### src/rtl/rom_serial_link.sv
// ROM-sweep serial link with a loopback receiver: on an ena rising edge, sweep N ROM words,
// frame each addr/data pair onto ser_clk/ser_dat/ser_frm and republish it on rx_addr/rx_data.
// Latency: first frame starts 1 cycle after the start edge; strobe 1 cycle after last bit sampled.
// Backpressure: none; free-running burst, ena edges while busy are dropped (not queued).
// Ports: clk/rst_n (sync active-low)/ena in; tx_addr/tx_data word being sent; ser_clk/ser_dat/
// ser_frm framed link; rx_strb/rx_addr/rx_data received word; busy/done burst status.
// Optional: define PARITY_EN to append an even-parity bit and add the par_err output.
module rom_serial_link #(
   parameter int ADDR_W     = 4,
   parameter int DATA_W     = 4,
   parameter int START_ADDR = 0,
   parameter int COUNT      = 0,
   parameter int CLK_DIV    = 1,
   parameter int GAP        = 2,
   parameter int ROM_MULT   = 3,
   parameter int ROM_OFFS   = 5
) (
   input  logic              clk,
   input  logic              rst_n,
   input  logic              ena,
   output logic [ADDR_W-1:0] tx_addr,
   output logic [DATA_W-1:0] tx_data,
   output logic              ser_clk,
   output logic              ser_dat,
   output logic              ser_frm,
   output logic              rx_strb,
   output logic [ADDR_W-1:0] rx_addr,
   output logic [DATA_W-1:0] rx_data,
   output logic              busy,
   output logic              done
`ifdef PARITY_EN
   ,
   output logic              par_err
`endif
);

   localparam int DEPTH   = 1 << ADDR_W;
   localparam int N_WORDS = (COUNT == 0) ? DEPTH : COUNT;
   localparam int PAY_W   = ADDR_W + DATA_W;
`ifdef PARITY_EN
   localparam int FB      = PAY_W + 1;
`else
   localparam int FB      = PAY_W;
`endif
   localparam int BIT_CYC = 2 * CLK_DIV;
   localparam int PH_W    = $clog2(BIT_CYC);
   localparam int BC_W    = $clog2(FB);
   localparam int GC_W    = (GAP > 1) ? $clog2(GAP) : 1;
   localparam int WC_W    = (N_WORDS > 1) ? $clog2(N_WORDS) : 1;

   localparam logic [PH_W-1:0] PH_HI     = PH_W'(CLK_DIV);
   localparam logic [PH_W-1:0] PH_LAST   = PH_W'(BIT_CYC - 1);
   localparam logic [BC_W-1:0] BIT_LAST  = BC_W'(FB - 1);
   localparam logic [GC_W-1:0] GAP_LAST  = GC_W'(GAP - 1);
   localparam logic [WC_W-1:0] WORD_LAST = WC_W'(N_WORDS - 1);

   typedef enum logic [1:0] {S_IDLE, S_SHIFT, S_GAP, S_DONE} state_t;

   // ROM contents are a closed-form function of the address, truncated to DATA_W bits.
   function automatic logic [DATA_W-1:0] rom_word(input logic [ADDR_W-1:0] a);
      logic [31:0] v;
      v = {{(32-ADDR_W){1'b0}}, a} * ROM_MULT[31:0] + ROM_OFFS[31:0];
      return v[DATA_W-1:0];
   endfunction

   function automatic logic [FB-1:0] frame_of(input logic [ADDR_W-1:0] a);
      logic [DATA_W-1:0] d;
      d = rom_word(a);
`ifdef PARITY_EN
      return {a, d, ^{a, d}};
`else
      return {a, d};
`endif
   endfunction

   state_t            state, state_nxt;
   logic              ena_q;
   logic [PH_W-1:0]   ph_cnt;
   logic [BC_W-1:0]   bit_cnt;
   logic [GC_W-1:0]   gap_cnt;
   logic [WC_W-1:0]   word_cnt;
   logic [FB-1:0]     sreg;
   logic              start, bit_end, frame_end, gap_end, last_word;
   logic [ADDR_W-1:0] nxt_addr;
   logic [ADDR_W-1:0] first_addr;

   // Internal copy of the serial data line; the receiver listens here rather than to the port.
   logic              ser_dat_line;

   assign first_addr = START_ADDR[ADDR_W-1:0];
   assign start      = (state == S_IDLE) && ena && !ena_q;
   assign bit_end    = (ph_cnt == PH_LAST);
   assign frame_end  = (state == S_SHIFT) && bit_end && (bit_cnt == BIT_LAST);
   assign gap_end    = (state == S_GAP) && (gap_cnt == GAP_LAST);
   assign last_word  = (word_cnt == WORD_LAST);
   // Wraps modulo DEPTH by construction of the ADDR_W-bit sum.
   assign nxt_addr   = tx_addr + ADDR_W'(1);

   // ---------------- FSM: state register ----------------
   always_ff @(posedge clk) begin
      if (!rst_n) state <= S_IDLE;
      else        state <= state_nxt;
   end

   // ---------------- FSM: next state ----------------
   always_comb begin
      state_nxt = state;
      case (state)
         S_IDLE:  if (start) state_nxt = S_SHIFT;
         S_SHIFT: if (frame_end) state_nxt = S_GAP;
         S_GAP:   if (gap_end) state_nxt = last_word ? S_DONE : S_SHIFT;
         S_DONE:  state_nxt = S_IDLE;
         default: state_nxt = S_IDLE;
      endcase
   end

   // ---------------- FSM: outputs ----------------
   always_comb begin
      busy    = (state == S_SHIFT) || (state == S_GAP);
      done    = (state == S_DONE);
      ser_frm = (state == S_SHIFT);
      ser_clk = ser_frm && (ph_cnt >= PH_HI);
   end

   assign ser_dat_line = ser_frm & sreg[FB-1];
   assign ser_dat      = ser_dat_line;

   // ---------------- transmit datapath ----------------
   always_ff @(posedge clk) begin
      if (!rst_n) begin
         // Edge detector starts "high" so an ena held through reset release is not an edge.
         ena_q    <= 1'b1;
         ph_cnt   <= '0;
         bit_cnt  <= '0;
         gap_cnt  <= '0;
         word_cnt <= '0;
         sreg     <= '0;
         tx_addr  <= '0;
         tx_data  <= '0;
      end else begin
         ena_q <= ena;
         if (start) begin
            tx_addr  <= first_addr;
            tx_data  <= rom_word(first_addr);
            sreg     <= frame_of(first_addr);
            ph_cnt   <= '0;
            bit_cnt  <= '0;
            word_cnt <= '0;
         end else if (state == S_SHIFT) begin
            gap_cnt <= '0;
            if (bit_end) begin
               ph_cnt  <= '0;
               sreg    <= {sreg[FB-2:0], 1'b0};
               bit_cnt <= frame_end ? '0 : bit_cnt + BC_W'(1);
            end else begin
               ph_cnt <= ph_cnt + PH_W'(1);
            end
         end else if (state == S_GAP) begin
            gap_cnt <= gap_cnt + GC_W'(1);
            if (gap_end && !last_word) begin
               tx_addr  <= nxt_addr;
               tx_data  <= rom_word(nxt_addr);
               sreg     <= frame_of(nxt_addr);
               ph_cnt   <= '0;
               bit_cnt  <= '0;
               word_cnt <= word_cnt + WC_W'(1);
            end
         end
      end
   end

   // ---------------- loopback receiver ----------------
   logic              clk_q;
   logic [FB-2:0]     rx_sreg;
   logic [BC_W-1:0]   rx_cnt;
   logic [FB-1:0]     rx_word;

   // Word as it will look once the bit currently on the line is shifted in.
   assign rx_word = {rx_sreg, ser_dat_line};

   always_ff @(posedge clk) begin
      if (!rst_n) begin
         clk_q   <= 1'b0;
         rx_sreg <= '0;
         rx_cnt  <= '0;
         rx_strb <= 1'b0;
         rx_addr <= '0;
         rx_data <= '0;
`ifdef PARITY_EN
         par_err <= 1'b0;
`endif
      end else begin
         clk_q   <= ser_clk;
         rx_strb <= 1'b0;
`ifdef PARITY_EN
         par_err <= 1'b0;
`endif
         if (!ser_frm) begin
            rx_cnt <= '0;
         end else if (ser_clk && !clk_q) begin
            rx_sreg <= rx_word[FB-2:0];
            if (rx_cnt == BIT_LAST) begin
               rx_cnt <= '0;
`ifdef PARITY_EN
               // Even parity over the whole frame must come out zero.
               if (^rx_word) begin
                  par_err <= 1'b1;
               end else begin
                  rx_addr <= rx_word[FB-1 -: ADDR_W];
                  rx_data <= rx_word[FB-1-ADDR_W -: DATA_W];
                  rx_strb <= 1'b1;
               end
`else
               rx_addr <= rx_word[FB-1 -: ADDR_W];
               rx_data <= rx_word[FB-1-ADDR_W -: DATA_W];
               rx_strb <= 1'b1;
`endif
            end else begin
               rx_cnt <= rx_cnt + BC_W'(1);
            end
         end
      end
   end

endmodule

### config.mk
export PLATFORM = sky130hd
export DESIGN_NAME = rom_serial_link
export DESIGN_NICKNAME = d
export VERILOG_FILES = /design/src/rtl/rom_serial_link.sv
export SDC_FILE = /design/constraint.sdc
export NUM_CORES = 1
export LEC_CHECK = 0
export CELL_PAD_IN_SITES_DETAIL_PLACEMENT = 2
export CELL_PAD_IN_SITES_GLOBAL_PLACEMENT = 2
export CORE_UTILIZATION = 34
export CTS_CLUSTER_SIZE = 8
export DETAILED_ROUTE_END_ITERATION = 16
export GPL_TIMING_DRIVEN = 0
export PLACE_DENSITY_LB_ADDON = 0.15
export RECOVER_POWER = 50
export SLEW_MARGIN = 40
export SYNTH_ARGS = -nofsm -noshare
export SYNTH_HDL_FRONTEND = slang
export SYNTH_SLANG_ARGS = --single-unit
### constraint.sdc
create_clock -name clk -period 2.87 [get_ports clk]
set_clock_uncertainty 0.2 [all_clocks]
set_input_delay 0.4305 -clock clk [delete_from_list [all_inputs] [get_ports clk]]
set_output_delay 0.4305 -clock clk [all_outputs]
set_load 0.01 [all_outputs]
==> results.ini, run 1 <==
[placement]
detailed_place.area_um2 = 2557
place_congestion = 0.7430
dp_cells = 355
dp_hpwl_um = 4404
port_buffers = 24

[routing]
drc = 0
vias = 1923
drt-total-wl_um = 6177
drtPass1Iterations = 4
drtAntennaViolNets = 0
drt_iter0_markers = 85
avgRoutedWirePerCell_um = 16.92
viasPerCell = 5.268

[timing]
hold_violations = 0
rsz0062_at_grt = false
fmax_ghz = 0.3655
slew_viol_final = 0
report.final.setup_viol = 0
period_share = 0.9533
tightestPinTransition_ns = 0.5369
relSlewSlack = 0.6328
min_period_ns = 2.736

[synth]
yosys_warnings = 0
async_flop_share = 0
ys.flop_type = dfxtp_1
yosysSeqAreaShare = 0.4237
syn_area_per_cell_um2 = 8.744
synth_top_area_cell = dfxtp_1
synthAdderAreaFrac = 0.08225
netlist_area_um2 = 2221
yosysTopAreaCellShare = 0.4237
synth_compound_area_frac = 0.1724
syn_nets = 271
yosys.area_share.simple = 0.2090
ys_seq_elements = 47
synth_cells = 254
netlist_top_cells_area = dfxtp_1 42%, nand2_1 7.9%, ha_1 7.3%
synth.area.mux_share = 0.02028
ys_types = 42
synthXorXnorAreaFrac = 0.04338
synth_top_family_by_area = simple AND/OR/NAND/NOR gates
synth_edf_count = 0
ys_top_cells_by_count = 47 x dfxtp_1, 47 x nand2_1, 17 x a21boi_0, 17 x nor2_1, 14 x a21oi_1

[clock_network]
cts_made_buffers = 5
cts_buffer_depth = 2
ctsHoldBuffers = 0
root_buffer = clkbuf_8
cts.sinks = 47
clk_pin_slew_ns = 0.09
htreeDepth = 2
clock_latency_ns = 0.31
cts_tree = done

[pwr]
ir_drop_mv = 0.2882
power.share.sequential = 0.457
power.total_mw = 1.557
p_leak_nw = 1.034
p_per_area_nw_per_um2 = 571.5
p_clk_frac = 0.336
power_switching_share = 0.3057
p_sw_mw = 0.4761
p_int_mw = 1.081
pwr-share-comb = 0.208

[floorplan]
dieArea_um2 = 6859
core_area_um2 = 6314
start_util = 0.3518
num_io_pins = 25
die_w_um = 82.82
dieHeight_um = 82.82
rows = 29

[setup_path]
crit_fanout = 10
crit_required_ns = 2.24
slowest_delay_ns = 0.54
startpoint_type = flop
cp.arrival_ns = 2.11
crit_buf_inv = 3
critPathSlowestCell = clkdlybuf4s50_1
critical_path_class = flop to output pin
worstSetupEndpointType = output pin
cp_cell_sequence = inv_1, ha_2, buf_2, and2_1, clkdlybuf4s50_1
crit_family = buffers and inverters

[min_path]
hold_path_class = flop to flop

[global_routing]
grt_max_degree = 15
grt_pass1_vias = 2028
antenna_found_initial = 0
grt_pass1_wl_um = 10570
grt_overflow = 0
track_usage = 0.1950

[finish]
multi_input_area_um2 = 1204
layoutNonFillerInstCount = 365
final_nets = 304
n_antenna_cell = 0
design_area_um2 = 2725
drive_gt1_frac = 0.09375
area_growth_pct = 22.70
ff_latch_area_um2 = 948.4
num-fill-cells = 734

[run_status]
outcome = finished, final reports clean

[job]
max_cap_violations = 0

-- layout by cell type, fill, tap and decap left out, types with 6 or more instances in the layout --
cell / Yosys / final
dlygate4sd3_1: 0 / 18
a21oi_1: 14 / 14
ha_1: 13 / 10
nor2_1: 17 / 17
clkbuf_8: 0 / 6
inv_1: 9 / 8
dfxtp_1: 47 / 45
a21boi_0: 17 / 17
clkbuf_1: 9 / 11
o21ai_0: 6 / 6
clkdlybuf4s50_1: 0 / 6
nand3_1: 8 / 8
nand2_1: 47 / 47
-- sequential cells by signal (all words and copies together) (netlist names) --
signal / flops
bit_cnt: 3
bit_end: 1
clk_q: 1
ena_q: 1
gap_cnt: 1
rx_addr: 4
rx_cnt: 3
rx_data: 4
rx_sreg: 7
rx_strb: 1
sreg: 8
state: 2
tx_addr: 4
tx_data: 3
word_cnt: 4
-- final timing paths --
| check | to | depth (start not counted) | start | slack [ns] |
|---|---|---|---|---|
| min | sreg[4] | 2 | sreg[4] | 0.26 |
| max reg2reg | tx_data[3] | 10 | tx_addr[1] | 0.20 |
| min reg2reg | sreg[4] | 2 | sreg[4] | 0.26 |
| max | ser_dat | 5 | state[1] | 0.13 |
-- per-layer routing --
layer,global-route usage,part of all wire,up-vias
met5,0,0,-
met4,0.06897,0.014,0
met3,0.03280,0.023,7
met2,0.3219,0.47,29
met1,0.2570,0.50,948
li1,-,-,939
-- per-stage QoR --
stage | setup TNS [ns] | hold WS (ns) | worst slack (ns) | utilization
final | 0 | 0.2645 | 0.1339 | 0.4316
after global routing | 0 | 0.2965 | 0.01103 | 0.4316
after CTS | 0 | 0.2666 | 0.05403 | 0.4243
after detailed placement | -0.01589 | 0.2533 | -0.01589 | 0.4051
after global placement | 0 | 0.2442 | 0.06107 | 0.4051
after floorplan | 0 | 0.2250 | 0.3241 | -
-- cell families after synthesis --
family	Yosys count
xor+xnor	11
buf+inv	24
flops	47
mux	4
compound gates	54
fa+ha+maj	14
simple gates	100
-- power by group through the flow --
stage          registers, mW  clock network, mW  logic, mW
3_3_place_gp           0.725                  0      0.323
3_5_place_dp           0.728                  0      0.334
6_report               0.711              0.522      0.324
5_1_grt                0.717              0.563      0.363
2_1_floorplan          0.718                  0      0.217
4_1_cts                0.713              0.539      0.338
-- worst min-delay path, stage by stage, from the launching register on --
cell and delay, ns:
dfxtp_1 0.32, nand2_1 0.05, a21oi_1 0.05
-- final cells by class --
cell class | instances | area share
clock buffers | 6 | 0.03030
flip-flops and latches | 47 | 0.3480
well taps | 77 | 0.03535
inverters | 9 | 0.01240
multi-input cells | 183 | 0.4417
repair buffers | 26 | 0.09366
plain buffers | 15 | 0.02571
clock inverters | 2 | 0.01286
-- repair_timing --
action	in CTS	in global routing
endpoints found under the setup margin	3	2
buffers inserted	0	2
gates resized for setup	2	8
pin swaps	0	3
Power figures use the tool's default switching activity.
==> run 2: changes to the inputs <==
--- a/config.mk
+++ b/config.mk
@@ -11,8 +11,9 @@
 export CTS_CLUSTER_SIZE = 8
 export DETAILED_ROUTE_END_ITERATION = 16
 export GPL_TIMING_DRIVEN = 0
-export PLACE_DENSITY_LB_ADDON = 0.15
+export PLACE_DENSITY = 0.8
 export RECOVER_POWER = 50
+export REMOVE_ABC_BUFFERS = 1
 export SLEW_MARGIN = 40
 export SYNTH_ARGS = -nofsm -noshare
 export SYNTH_HDL_FRONTEND = slang
==> results.ini, run 2 (synthesis gave the netlist of run 1 again) <==
[floorplan]
dieHeight_um = 82.82
num_io_pins = 25
start_util = 0.3518
die_w_um = 82.82
core_area_um2 = 6314
rows = 29
dieArea_um2 = 6859

[clock_network]
cts_made_buffers = 5
ctsHoldBuffers = 0
cts_tree = done
cts.sinks = 47
clk_pin_slew_ns = 0.08
clock_latency_ns = 0.30
root_buffer = clkbuf_8
cts_buffer_depth = 2
htreeDepth = 2

[timing]
tightestPinTransition_ns = 0.5194
hold_violations = 0
tns_ns = 0
report.final.setup_viol = 0
period_share = 0.9461
slew_viol_final = 0
rsz0062_at_grt = false
fmax_ghz = 0.3683
relSlewSlack = 0.6527
min_period_ns = 2.715

[setup_path]
r2r_setup_slack_ns = 0.19
worstSetupStartpoint = state[1]
worstSetupEndpointType = output pin
crit_required_ns = 2.24
r2r_start = tx_addr[1]
slowest_delay_ns = 0.59
reg2reg_depth = 10
cp.depth = 4
crit_buf_inv = 2
r2r-end = tx_data[3]
critical_path_class = flop to output pin
crit_fanout = 26
critPathSlowestCell = clkdlybuf4s50_1
cp_cell_sequence = inv_1, ha_4, and2_1, clkdlybuf4s50_1
crit_end = ser_clk
crit_family = buffers and inverters
startpoint_type = flop
cp.arrival_ns = 2.08

[finish]
largest_reg_flops = 8
top_register = sreg
most-common-layout-cells = 46 x nand2_1, 46 x dfxtp_1, 22 x clkdlybuf4s50_1
final_nets = 287
reg.largest.list = sreg (8), rx_sreg (7)
area_growth_pct = 16.34
drive_gt1_frac = 0.05904
n_antenna_cell = 0
layoutNonFillerInstCount = 348

[global_routing]
track_usage = 0.1696
grt_pass1_vias = 1981
grt_overflow = 0
grt_max_degree = 31
grt_pass1_wl_um = 9515
antenna_found_initial = 0

[min_path]
hold_path_class = flop to flop

[routing]
vias = 1842
drc = 0
drt-total-wl_um = 5453
avgRoutedWirePerCell_um = 15.67
viasPerCell = 5.293
drtPass1Iterations = 4
drtAntennaViolNets = 0
drt_iter0_markers = 64

[pwr]
power.total_mw = 1.418
p_leak_nw = 0.9028
p_per_area_nw_per_um2 = 548.7
ir_drop_mv = 0.3173

[placement]
dp_cells = 340
dp_hpwl_um = 3898
port_buffers = 24
place_congestion = 0.6788

[run_status]
outcome = finished, final reports clean

[job]
max_cap_violations = 0

[run 2: changes by cell type in the layout (fill, tap and decap cells not counted), sizes merged]
cell           delta
dlygate4sd3      -17
clkbuf           -10
buf               -5
bufinv            -1
clkdlybuf4s50    +16
[run 2: report_power, final]
part / total, mW / internal (mW) / switching [mW]
registers: 0.712 / 0.680 / 0.0325
clock network: 0.389 / 0.171 / 0.218
logic: 0.316 / 0.121 / 0.195
total: 1.42 / 0.973 / 0.445
[run 2: layout make-up]
type | count | area [um2]
clock buffer | 7 | 76.32
clock inverter | 1 | 5.005
fill | 724 | 3730
inverter | 9 | 33.78
multi-input combinational | 183 | 1195
sequential | 47 | 942.2
tap | 77 | 96.34
timing repair buffer | 24 | 235.2
[run 2: timing repair]
action,CTS,global route
gates resized for setup,1,4
hold endpoints to repair,0,0
cloned,0,0
buffers inserted,0,0
endpoints found under the setup margin,1,3
[run 2: worst min-delay path by stage]
stage	from	to	slack, ns	cells past startpoint
after global placement	sreg[4]	sreg[4]	0.24	2
after detailed placement	sreg[2]	sreg[2]	0.25	2
after global routing	sreg[2]	sreg[2]	0.28	2
after CTS	sreg[2]	sreg[2]	0.26	2
after floorplan	sreg[2]	sreg[2]	0.22	2
final	sreg[2]	sreg[2]	0.25	2
[run 2: per-stage QoR]
stage	setup WS (ns)	util	area [um2]	hold WS [ns]
4_1_cts	0.01586	0.4073	2571	0.2612
3_3_place_gp	-0.6301	0.3932	2482	0.2413
3_5_place_dp	-0.01210	0.3928	2480	0.2482
6_report	0.1546	0.4092	2584	0.2525
2_1_floorplan	0.3179	-	2146	0.2243
5_1_grt	0.001833	0.4092	2584	0.2812
[run 2: per-layer routing]
metal	wire, um	vias up	GRT usage
met5	0	-	0
li1	-	899	-
met2	2812	24	0.3048
met1	2439	914	0.2059
met4	65	0	0.05016
met3	135	5	0.02982
[run 2: tightest hold or removal path, cell delays in order (launching register included)]
cell and delay (ns):
dfxtp_1 0.32, inv_1 0.05, a21oi_1 0.05
